$ cat src/rtl/audio_pkg.sv
// Constants and types shared along the audio sample path (tone generator -> I2S serializer).
// Divider defaults live here so the tone generator's note math and the DAC sample rate agree.
package audio_pkg;

  localparam int SAMPLE_W          = 16;
  localparam int FRAME_SLOTS       = 32;
  localparam int FRAME_W           = 2 * SAMPLE_W;
  localparam int SLOT_IDX_W        = $clog2(FRAME_SLOTS);
  localparam int MCLK_DIV_LOG2_DEF = 2;
  localparam int SCLK_DIV_LOG2_DEF = 4;

  typedef struct packed {
    logic [SAMPLE_W-1:0] left;
    logic [SAMPLE_W-1:0] right;
  } frame_t;

endpackage

$ cat src/rtl/i2s_clk_gen.sv
// Free-running frame counter producing mclk/sclk/lrck as direct register bits (glitch-free),
// plus the slot index and the one-cycle-early slot_start / frame_wrap strobes.
module i2s_clk_gen
  import audio_pkg::*;
#(
  parameter int MCLK_DIV_LOG2 = MCLK_DIV_LOG2_DEF,
  parameter int SCLK_DIV_LOG2 = SCLK_DIV_LOG2_DEF
) (
  input  logic                  clk,
  input  logic                  rst,
  output logic                  mclk,
  output logic                  sclk,
  output logic                  lrck,
  output logic [SLOT_IDX_W-1:0] slot,
  output logic                  slot_start,
  output logic                  frame_wrap
);

  localparam int CNT_W = SCLK_DIV_LOG2 + SLOT_IDX_W;

  logic [CNT_W-1:0] cnt_q;
  logic [CNT_W-1:0] cnt_d;

  always_comb begin
    cnt_d = cnt_q + CNT_W'(1);
  end

  always_ff @(posedge clk or posedge rst) begin
    if (rst) begin
      cnt_q <= '0;
    end else begin
      cnt_q <= cnt_d;
    end
  end

  assign mclk = cnt_q[MCLK_DIV_LOG2-1];
  assign sclk = cnt_q[SCLK_DIV_LOG2-1];
  assign lrck = cnt_q[CNT_W-1];
  assign slot = cnt_q[CNT_W-1:SCLK_DIV_LOG2];

  // Both strobes flag the cycle *before* the wrap, so the consuming flop updates on the wrap edge.
  assign slot_start = &cnt_q[SCLK_DIV_LOG2-1:0];
  assign frame_wrap = &cnt_q;

endmodule

$ cat src/rtl/i2s_audio_tx.sv
// I2S serializer: latches {left,right} once per frame and shifts it MSB-first with a one-slot delay.
// MSB on sdin 2^SCLK_DIV_LOG2 clk after the latch; no backpressure, samples must be valid at sample_req.
module i2s_audio_tx
  import audio_pkg::*;
#(
  parameter int MCLK_DIV_LOG2 = MCLK_DIV_LOG2_DEF,
  parameter int SCLK_DIV_LOG2 = SCLK_DIV_LOG2_DEF
) (
  input  logic                clk,
  input  logic                rst,
  input  logic [SAMPLE_W-1:0] audio_left,
  input  logic [SAMPLE_W-1:0] audio_right,
  output logic                sample_req,
  output logic                mclk,
  output logic                sclk,
  output logic                lrck,
  output logic                sdin
);

  logic [SLOT_IDX_W-1:0] slot;
  logic                  slot_start;
  logic                  frame_wrap;

  i2s_clk_gen #(
    .MCLK_DIV_LOG2(MCLK_DIV_LOG2),
    .SCLK_DIV_LOG2(SCLK_DIV_LOG2)
  ) u_clk_gen (
    .clk       (clk),
    .rst       (rst),
    .mclk      (mclk),
    .sclk      (sclk),
    .lrck      (lrck),
    .slot      (slot),
    .slot_start(slot_start),
    .frame_wrap(frame_wrap)
  );

  frame_t                frame_q;
  frame_t                frame_d;
  logic                  sdin_q;
  logic                  sdin_d;
  logic [FRAME_W-1:0]    frame_bits;
  logic [SLOT_IDX_W-1:0] bit_idx;

  assign frame_bits = frame_q;
  // Slot s+1 carries W[31-s]; at s = 31 this is W[0] of the frame still held, ahead of the reload.
  assign bit_idx    = ~slot;

  always_comb begin
    frame_d = frame_q;
    sdin_d  = sdin_q;
    if (frame_wrap) begin
      frame_d = '{left: audio_left, right: audio_right};
    end
    if (slot_start) begin
      sdin_d = frame_bits[bit_idx];
    end
  end

  always_ff @(posedge clk or posedge rst) begin
    if (rst) begin
      frame_q <= '0;
      sdin_q  <= 1'b0;
    end else begin
      frame_q <= frame_d;
      sdin_q  <= sdin_d;
    end
  end

  assign sdin       = sdin_q;
  assign sample_req = frame_wrap;

endmodule
$ cat config.mk
export PLATFORM = sky130hd
export DESIGN_NAME = i2s_audio_tx
export DESIGN_NICKNAME = d
export VERILOG_FILES = /design/src/rtl/audio_pkg.sv /design/src/rtl/i2s_clk_gen.sv /design/src/rtl/i2s_audio_tx.sv
export SDC_FILE = /design/constraint.sdc
export NUM_CORES = 1
export LEC_CHECK = 0
export ABC_AREA = 1
export BUFFER_PORTS_ARGS = -buffer_cell sky130_fd_sc_hd__buf_2
export CAP_MARGIN = 20
export CORE_ASPECT_RATIO = 1.25
export CORE_MARGIN = 2
export CORE_UTILIZATION = 49
export CTS_CLUSTER_SIZE = 25
export DETAILED_ROUTE_END_ITERATION = 8
export GPL_ROUTABILITY_DRIVEN = 0
export PLACE_DENSITY = 0.75
export SYNTH_ARGS = -nofsm -noshare
export SYNTH_HDL_FRONTEND = slang
export SYNTH_SLANG_ARGS = --single-unit
$ cat constraint.sdc
create_clock -name clk -period 1.74 [get_ports clk]
set_input_delay 0.348 -clock clk [delete_from_list [all_inputs] [get_ports clk]]
set_output_delay 0.348 -clock clk [all_outputs]
set_load 0.01 [all_outputs]
==> impl_metrics.json <==
{
  "status": "complete, but fails checks",
  "violations": "negative setup slack",
  "setup_ws_ns": -0.1106,
  "p_int_mw": 1.614,
  "syn-num-nets": 262,
  "vias_per_cell": 4.765,
  "core_area_sq_um": 3816,
  "finClkSkew_ns": 0.008318,
  "area_growth_pct": 30.99,
  "start_util_pct": 51.74,
  "p_leak_nw": 1.322,
  "hold_viol": 0,
  "finalCritPeriodShare_pct": 106.4,
  "swShare_pct": 18.55,
  "io_buffers": 38,
  "drive_gt1_share_pct": 30.42,
  "vdd_drop_max_mv": 0.6427,
  "r2r_end": "frame_bits[3]$_DFFE_PP0P_",
  "dpl.hpwl_um": 2755,
  "grt_pass1_wl_um": 6665,
  "clkPwrFrac_pct": 48.0,
  "grt-ovfl-total": 0,
  "power_frac_comb_pct": 2.8,
  "grt_pass1_vias": 1549,
  "cts_max_level": 2,
  "dp_slack_ns": -0.0009800,
  "synth_area_sq_um": 1974,
  "nets": 321,
  "ioPinCount": 39,
  "relSlewSlack_pct": 66.52,
  "diodes": 0,
  "synth_cells": 226,
  "clk_pin_slew_ns": 0.08,
  "cts.sinks": 42,
  "cp-start-kind": "flop",
  "cts_root_buffer": "clkbuf_8",
  "cts_made_buffers": 5,
  "synth_common_cells": "65 x nand2_1, 42 x dfrtp_1, 34 x inv_1",
  "setup_tns_ns": -0.4862,
  "worstMarginPinSlew_ns": 0.5022,
  "wire_per_inst_um": 12.85,
  "fillers": 323,
  "finish.utilization_pct": 67.77,
  "place_area_sq_um": 2260,
  "worstPathRequired_ns": 1.39,
  "drv_slew": 0,
  "grtUsageTotal_pct": 20.32,
  "regToRegSetupSlack_ns": -0.06,
  "async_reset_ff_share_pct": 100.0,
  "cp_top_family": "adder cells",
  "antenna_found_initial": 0,
  "power_density_nw_per_um2": 766.4,
  "grt_max_degree": 43,
  "setup_viol_count_final": 9,
  "drc_errors": 0,
  "synth_ff_type": "dfrtp_1",
  "ant_nets": 0,
  "yosys.area.top_type": "dfrtp_1",
  "holdCritPathClass": "in -> async",
  "cpPeakStageDelay_ns": 0.36,
  "critPathMaxFanout": 2,
  "reg2reg_depth": 9,
  "clock_path_buffers": 2,
  "fp-row-count": 25,
  "fp.dieArea_sq_um": 4556,
  "drtIter0Drc": 90,
  "p_switching_uw": 367.8,
  "avgSynthCellArea_sq_um": 8.736,
  "fin_cells": 340,
  "cts_tree": "yes",
  "dpl.cell_count": 317,
  "r2r-start": "u_clk_gen.cnt_q[0]$_DFF_PP0_",
  "rsz0062_at_grt": "yes",
  "end_kind": "primary output",
  "clk_latency_ns": 0.31,
  "synth-edff-count": 0,
  "seq_power_share_pct": 49.2,
  "die-height_um": 74.97,
  "synth_top_area_share_pct": 53.23,
  "vias": 1620,
  "die_w_um": 60.78,
  "cp_cell_sequence": "ha_2 > nand3_2 > inv_2 > nand3_2 > nor2_2 > ha_2 > buf_6",
  "yosysSeqAreaShare_pct": 53.23,
  "ys_warn_count": 0,
  "critPathBufInv": 2,
  "path_class": "reg -> out",
  "firstDrtPassIters": 4,
  "whs_ns": 0.1543,
  "synth_area_leaders": "dfrtp_1 53%, nand2_1 12%, nand3_1 6.6%",
  "drv_cap": 0,
  "crit_slowest_cell": "dfrtp_1",
  "routed_wl_um": 4370,
  "synth.most_common_cell": "nand2_1",
  "ys_types": 18,
  "fmax_mhz": 540.4,
  "yosys_register_bits": 42,
  "power_mw": 1.982,
  "post-route-min-period_ns": 1.851,
  "cp.arrival_ns": 1.50,
  "fin_area_sq_um": 2586
}
-- per-layer routing --
layer | track usage, % | vias up | routed length [um]
met5 | 0 | - | 0
met4 | 8.937 | 0 | 87
met3 | 6.014 | 8 | 175
met2 | 33.81 | 29 | 2273
met1 | 24.24 | 759 | 1834
li1 | - | 824 | -
-- cell type report --
cell class | instances | area, sq um | share of cell area (%)
well taps | 54 | 67.56 | 2.612
repair buffers | 62 | 451.7 | 17.46
multi-input cells | 139 | 742.0 | 28.69
clock buffers | 6 | 82.58 | 3.193
flip-flops and latches | 42 | 1051 | 40.64
clock inverters | 2 | 60.06 | 2.322
inverters | 35 | 131.4 | 5.080
-- registers in the layout (all words and copies together) (netlist names) --
register,flops
frame_bits,32
u_clk_gen.cnt_q,9
sdin,1
-- logic make-up after synthesis --
logic type / Yosys count / synth area share [%]
buf+inv: 45 / 10.46
flops: 42 / 53.23
xor+xnor: 6 / 2.662
mux: 8 / 4.563
compound gates: 28 / 7.478
fa+ha+maj: 2 / 1.267
simple gates: 95 / 20.34
-- worst reg2reg max path, delay by kind of cell (launching register included) --
kind / cells / cell delay [ns]
DFF: 1 / 0.36
buffers and inverters: 3 / 0.34
and+or+nand+nor: 3 / 0.26
muxes: 1 / 0.33
adders and majority gates: 2 / 0.38
-- how the worst max path moves through the flow --
stage,cells after the start,to,start
6_report,7,sample_req,u_clk_gen.cnt_q[0]$_DFF_PP0_
4_1_cts,7,sample_req,u_clk_gen.cnt_q[1]$_DFF_PP0_
5_1_grt,7,sample_req,u_clk_gen.cnt_q[0]$_DFF_PP0_
2_1_floorplan,9,frame_bits[17]$_DFFE_PP0P_,u_clk_gen.cnt_q[1]$_DFF_PP0_
3_3_place_gp,8,frame_bits[1]$_DFFE_PP0P_,u_clk_gen.cnt_q[0]$_DFF_PP0_
3_5_place_dp,8,frame_bits[31]$_DFFE_PP0P_,u_clk_gen.cnt_q[0]$_DFF_PP0_
-- cells in the final DEF, fill, tap and decap left out, drive strengths merged --
master / synthesis / routed
inv: 35 / 35
nor2: 3 / 3
nor3: 1 / 1
buf: 8 / 60
mux2: 8 / 8
dfrtp: 42 / 42
clkbuf: 2 / 8
ha: 2 / 2
nand2: 65 / 65
o211ai: 1 / 1
xor2: 6 / 6
bufinv: 0 / 2
o21ai: 25 / 25
a21oi: 2 / 2
nand3: 26 / 26
-- what timing repair did --
action	4_1_cts	5_1_grt
hold buffers	0	0
setup buffers	7	5
pin swaps	2	2
resized for setup	3	6
setup endpoints to repair	7	33
cloned	0	3
-- power groups by stage --
stage	Sequential, mW	Combinational [mW]	Clock (mW)
floorplan	0.995	0.0146	0
global placement	0.995	0.0558	0
detailed placement	0.995	0.0575	0
CTS	0.975	0.0576	0.961
global route	0.975	0.0640	1.01
finish	0.975	0.0557	0.951
Power figures use the tool's default switching activity.
